--- src/rtl/iter_shifter_if.sv ---
// rtl/iter_shifter_if.sv - request/result bundle for the iterative shifter
interface iter_shifter_if #(
    parameter int WIDTH = 8
);
    localparam int CNT_W = $clog2(WIDTH) + 1;

    logic             start;
    logic [2:0]       fn;
    logic [CNT_W-1:0] shiftCount;
    logic             cin;
    logic [WIDTH-1:0] in;
    logic             busy;
    logic             done;
    logic [WIDTH-1:0] out;
    logic             shiftC;
    logic             shiftZ;
    logic             shiftN;

    modport master (
        output start, fn, shiftCount, cin, in,
        input  busy, done, out, shiftC, shiftZ, shiftN
    );

    modport slave (
        input  start, fn, shiftCount, cin, in,
        output busy, done, out, shiftC, shiftZ, shiftN
    );
endinterface

--- src/rtl/iter_shifter.sv ---
// rtl/iter_shifter.sv - multi-cycle shifter/rotator, up to STEP single-bit shifts per cycle
module iter_shifter #(
    parameter int WIDTH = 8,
    parameter int STEP  = 1
) (
    input logic          clk,
    input logic          rst,
    iter_shifter_if.slave bus
);
    localparam int CNT_W = $clog2(WIDTH) + 1;

    typedef enum logic [1:0] {IDLE, SHIFT, DONE} state_t;

    state_t           state, stateNext;
    logic [2:0]       fnReg;
    logic [CNT_W-1:0] remaining, stepNow;
    logic [WIDTH-1:0] work, workNext, outReg;
    logic             carry, carryNext, cReg;

    // One single-bit step; result is {carry, data}.
    function automatic logic [WIDTH:0] shiftOnce(input logic [2:0] f,
                                                  input logic [WIDTH-1:0] d,
                                                  input logic c);
        case (f)
            3'd0:    return {d[WIDTH-1], d[WIDTH-2:0], 1'b0};
            3'd1:    return {d[0], 1'b0, d[WIDTH-1:1]};
            3'd2:    return {d[WIDTH-1], d[WIDTH-2:0], d[WIDTH-1]};
            3'd3:    return {d[0], d[0], d[WIDTH-1:1]};
            3'd4:    return {d[0], d[WIDTH-1], d[WIDTH-1:1]};
            3'd5:    return {d[WIDTH-1], d[WIDTH-2:0], c};
            3'd6:    return {d[0], c, d[WIDTH-1:1]};
            default: return {1'b0, d};
        endcase
    endfunction

    always_comb begin
        stepNow   = (remaining < CNT_W'(STEP)) ? remaining : CNT_W'(STEP);
        workNext  = work;
        carryNext = carry;
        for (int k = 0; k < STEP; k++) begin
            if (CNT_W'(k) < stepNow)
                {carryNext, workNext} = shiftOnce(fnReg, workNext, carryNext);
        end
    end

    always_ff @(posedge clk or posedge rst) begin
        if (rst)
            state <= IDLE;
        else
            state <= stateNext;
    end

    always_comb begin
        stateNext = state;
        case (state)
            IDLE:    if (bus.start) stateNext = (bus.shiftCount == '0) ? DONE : SHIFT;
            SHIFT:   if (remaining == stepNow) stateNext = DONE;
            DONE:    stateNext = IDLE;
            default: stateNext = IDLE;
        endcase
    end

    always_comb begin
        bus.busy = (state != IDLE);
        bus.done = (state == DONE);
    end

    // Visible result only moves while shifting or on a zero-count load, so a
    // start with count>0 leaves the previous result on out until the first step.
    always_ff @(posedge clk or posedge rst) begin
        if (rst) begin
            fnReg     <= '0;
            remaining <= '0;
            work      <= '0;
            carry     <= 1'b0;
            outReg    <= '0;
            cReg      <= 1'b0;
        end else begin
            case (state)
                IDLE: begin
                    if (bus.start) begin
                        fnReg     <= bus.fn;
                        remaining <= bus.shiftCount;
                        work      <= bus.in;
                        carry     <= bus.cin;
                        if (bus.shiftCount == '0) begin
                            outReg <= bus.in;
                            cReg   <= bus.cin;
                        end
                    end
                end
                SHIFT: begin
                    work      <= workNext;
                    carry     <= carryNext;
                    remaining <= remaining - stepNow;
                    outReg    <= workNext;
                    cReg      <= carryNext;
                end
                default: ;
            endcase
        end
    end

    assign bus.out    = outReg;
    assign bus.shiftC = cReg;
    assign bus.shiftZ = (outReg == '0);
    assign bus.shiftN = outReg[WIDTH-1];
endmodule
--- src/flat_wrapper.sv ---
// flat-port wrapper written by rule: the top's interface ports become plain ports
module iter_shifter_flat 
#(
    parameter int WIDTH = 8,
    parameter int STEP  = 1
)
  (clk, rst, bus_start, bus_fn, bus_shiftCount, bus_cin, bus_in, bus_busy, bus_done, bus_out, bus_shiftC, bus_shiftZ, bus_shiftN);
  iter_shifter_if #(.WIDTH(WIDTH)) bus_i ();
  input logic clk;
  input logic rst;
  input wire logic [$bits(bus_i.start)-1:0] bus_start;
  input wire logic [$bits(bus_i.fn)-1:0] bus_fn;
  input wire logic [$bits(bus_i.shiftCount)-1:0] bus_shiftCount;
  input wire logic [$bits(bus_i.cin)-1:0] bus_cin;
  input wire logic [$bits(bus_i.in)-1:0] bus_in;
  output wire logic [$bits(bus_i.busy)-1:0] bus_busy;
  output wire logic [$bits(bus_i.done)-1:0] bus_done;
  output wire logic [$bits(bus_i.out)-1:0] bus_out;
  output wire logic [$bits(bus_i.shiftC)-1:0] bus_shiftC;
  output wire logic [$bits(bus_i.shiftZ)-1:0] bus_shiftZ;
  output wire logic [$bits(bus_i.shiftN)-1:0] bus_shiftN;
  assign bus_i.start = bus_start;
  assign bus_i.fn = bus_fn;
  assign bus_i.shiftCount = bus_shiftCount;
  assign bus_i.cin = bus_cin;
  assign bus_i.in = bus_in;
  assign bus_busy = bus_i.busy;
  assign bus_done = bus_i.done;
  assign bus_out = bus_i.out;
  assign bus_shiftC = bus_i.shiftC;
  assign bus_shiftZ = bus_i.shiftZ;
  assign bus_shiftN = bus_i.shiftN;
  iter_shifter #(.WIDTH(WIDTH), .STEP(STEP)) u_core (.clk(clk), .rst(rst), .bus(bus_i));
endmodule
--- config.mk ---
export PLATFORM = sky130hd
export DESIGN_NAME = iter_shifter_flat
export DESIGN_NICKNAME = d
export VERILOG_FILES = /design/src/rtl/iter_shifter_if.sv /design/src/rtl/iter_shifter.sv /design/src/flat_wrapper.sv
export SDC_FILE = /design/constraint.sdc
export NUM_CORES = 1
export LEC_CHECK = 0
export CAP_MARGIN = 20
export CORE_MARGIN = 1
export CORE_UTILIZATION = 45
export DETAILED_ROUTE_END_ITERATION = 7
export PLACE_DENSITY = 0.7
export SLEW_MARGIN = 20
export SYNTH_ARGS = -nofsm -noshare
export SYNTH_HDL_FRONTEND = slang
export SYNTH_SLANG_ARGS = --single-unit
export TNS_END_PERCENT = 100
--- constraint.sdc ---
create_clock -name clk -period 2.6 [get_ports clk]
set_clock_uncertainty 0.15 [all_clocks]
set_input_delay 0.26 -clock clk [delete_from_list [all_inputs] [get_ports clk]]
set_output_delay 0.26 -clock clk [all_outputs]
set_load 0.02 [all_outputs]
==> summary.md <==
| Metric | Value |
|---|---|
| Run status | finished, final reports clean |
| Share of layout cells above drive strength 1 | 7.76% |
| CTS Buf Count | 3 |
| Worst R2R Start | u_core.remaining[3] |
| Fin crit period | 2.34 ns |
| Via count | 1686 |
| Max Slew Vio Count | 0 |
| Crit path launch type | register |
| Post-route ant nets | 0 |
| Dpl ws | 0.470 ns |
| Vias per std cell | 5.75 |
| Ys async rst share | 100% |
| Flop-to-flop setup slack | 0.56 ns |
| Starting density of the core | 48.4% |
| Synth area leader | dfrtp_1 |
| First-pass GRT wire length | 7.92 mm |
| Period Utilization, post-route | 89.8% |
| RSZ-0062 raised after global routing | false |
| Most common cell in the netlist | nand2_1 |
| Worst R2R End | u_core.state[0] |
| Final worst slack | 0.265 ns |
| Post-Syn Nets | 242 |
| Worst Max-Slew Pin Slew | 0.676 ns |
| FF/Latch Area | 676 um^2 |
| Adder-Cell Fraction of Synth Area | 1.37% |
| Setup Fix Bufs, Post-CTS | 0 |
| CTS clk-pin slew, worst paths | 0.09 ns |
| Die width | 65.7 um |
| Hold_buf cts | 0 |
| Setup TNS | 0 ns |
| Mapped Cells | 221 |
| FP Rows | 22 |
| Int Power | 1.55 mW |
| Final WL | 4.53 mm |
| Area growth from synthesis to layout | 19.8% |
| Power Dens Cells | 1360 nW/um^2 |
| # resized after CTS | 0 |
| Synthesized area per cell | 8.27 um^2 |
| H-tree levels | 1 |
| Post-synth EDFFs | 0 |
| Footprint of the multi-input gates | 1020 um^2 |
| Ports | 32 |
| Leakage | 0.881 nW |
| Die Height | 65.7 um |
| Clock tree from TritonCTS | done |
| Logic pwr share | 58.0% |
| Initial antenna violation count | 0 |
| Main combinational cell family by area after synthesis | simple AND/OR/NAND/NOR gates |
| FF-to-FF path depth | 6 |
| Max cap viols | 0 |
| Seq/Total Area, Yosys | 37.0% |
| CP max FO | 4 |
| CTS root buffer | clkbuf_8 |
| Required time of the critical path | 2.19 ns |
| Clock Sinks | 27 |
| Switching power | 1.42 mW |
| Proportion of synthesized area in mux cells | 0% |
| Gr usage total | 24.3% |
| Ys flop type | dfrtp_1 |
| Total Die Area | 4320 um^2 |
| Yosys synthesis warning count | 0 |
| Pin count of the biggest net entering global routing | 28 |
| # DRC | 0 |
| Hold Path Class | in2async |
| Post-Synth Simple-Gate Area | 32.1% |
| Core area | 3770 um^2 |
| Largest cells by area after synthesis | dfrtp_1 37%, nand2_1 9.5%, a32oi_1 4.3% |
| 1st-iter DRT viols | 146 |
| Final net count | 267 |
| Vias in the first global route | 1562 |
| Compound-Gate Fraction of Synth Area | 22.4% |
| DRT Pass-1 Iters | 4 |
| Yosys reg bits | 27 |
| Clock power frac | 8.1% |
| Slew HR | 54.9% |
| Wire per inst | 15.5 um |
| Worst Path Arrival | 1.93 ns |
| Share of the synthesized area in the top cell type | 37.0% |
| Post-detail-place hpwl | 3.31 mm |
| Setup CP Type | reg2out |
| Worst IR Drop VDD | 0.000747 V |
| Xor-xnor portion of the synthesized cell area | 0% |
| Final hold violation count | 0 |
| Clk_lat worst skew | 0.27 ns |
| Layout filler cell count | 354 |
| Register share of total power | 33.9% |
| Post-synth cell types | 45 |
| Worst setup EP type | primary output |
| GP Congestion | 0.841 |
| Post-synthesis instance area | 1830 um^2 |
| CTS max path bufs | 2 |
| Setup-failing EPs final | 0 |
| Most frequent cells after synthesis | 46 x nand2_1, 27 x dfrtp_1, 15 x nor2_1 |
| Sw frac | 47.8% |
| Antenna Cells | 0 |
| Peak Freq | 428 MHz |
| Port Buffers | 31 |
| Total congestion overflow | 0 |
layout make-up:
class,count,share of cell area (%)
Multi-Input combinational cell,169,46.7
Clock inverter,1,0.229
Clock buffer,3,1.89
Tap cell,48,2.74
Inverter,8,1.37
Sequential cell,27,30.9
Timing Repair Buffer,37,16.2
cells in the final DEF (no fill, tap or decap), types with 2 or more instances in the layout:
cell type        count
a211oi_1             4
a211oi_2             2
a21oi_1             14
a311o_1              2
a31o_2               2
a32oi_1              9
buf_4                6
clkbuf_8             3
clkdlybuf4s50_1     31
dfrtp_1             27
ha_1                 2
inv_1                8
nand2_1             46
nand2b_1             6
nand3_1             13
nand3b_1             7
nand4b_1             3
nor2_1              15
nor2b_1              5
nor3_1               6
o211ai_1             3
o21ai_0              5
o22ai_1              3
or4_1                2
metrics by stage:
stage          cell area [um^2]  hold WS (ns)  total power, mW  cells  utilization (%)
6_report                   2190         0.189             2.97    293             58.0
5_1_grt                    2190         0.210             3.25    293             58.0
3_3_place_gp               2140         0.414             2.70    289             56.8
4_1_cts                    2190         0.194             2.97    293             58.0
3_5_place_dp               2140         0.418             2.72    289             56.8
2_1_floorplan              1830         0.163             2.24    221                -
worst max-delay path: stages (launching register included):
cell and delay, ns:
dfrtp_1 0.42, or4_1 0.52, nor2_1 0.11, clkdlybuf4s50_1 0.60
layer usage:
layer	track usage [%]	up-vias	wire length, um
met4	6.25	0	25
met5	0	-	0
met1	37.5	785	2260
met2	34.6	44	2030
li1	-	855	-
met3	3.65	2	204
sequential cells by signal, summed over array words and instances (netlist names):
name and count:
u_core.bus.out 8, u_core.bus.shiftC 1, u_core.carry 1, u_core.fnReg 3
u_core.remaining 4, u_core.state 2, u_core.work 8
kinds of logic (layout without fill, tap and decap cells):
group           after synthesis  after routing
compound gates               54             54
buf+inv                      25             49
fa+ha+maj                     2              2
simple gates                113            113
flops                        27             27
worst max-delay path by stage:
| stage | start | end | slack (ns) |
|---|---|---|---|
| after CTS | u_core.bus.out[7] | bus_shiftZ | 0.23 |
| after global placement | bus_shiftCount[1] | u_core.bus.out[2] | 0.50 |
| after global routing | u_core.bus.out[7] | bus_shiftZ | 0.15 |
| final | u_core.bus.out[7] | bus_shiftZ | 0.26 |
| after floorplan | u_core.remaining[0] | u_core.state[0] | 0.87 |
| after detailed placement | bus_shiftCount[1] | u_core.bus.out[5] | 0.47 |
power by group through the flow:
stage                     Combinational, mW  Clock (mW)  Sequential [mW]
after floorplan                        1.32           0            0.926
after global placement                 1.69           0             1.01
after detailed placement               1.71           0             1.01
after CTS                              1.72       0.247             1.00
after global routing                   1.93       0.265             1.06
final                                  1.72       0.241             1.01
Power figures use the tool's default switching activity.
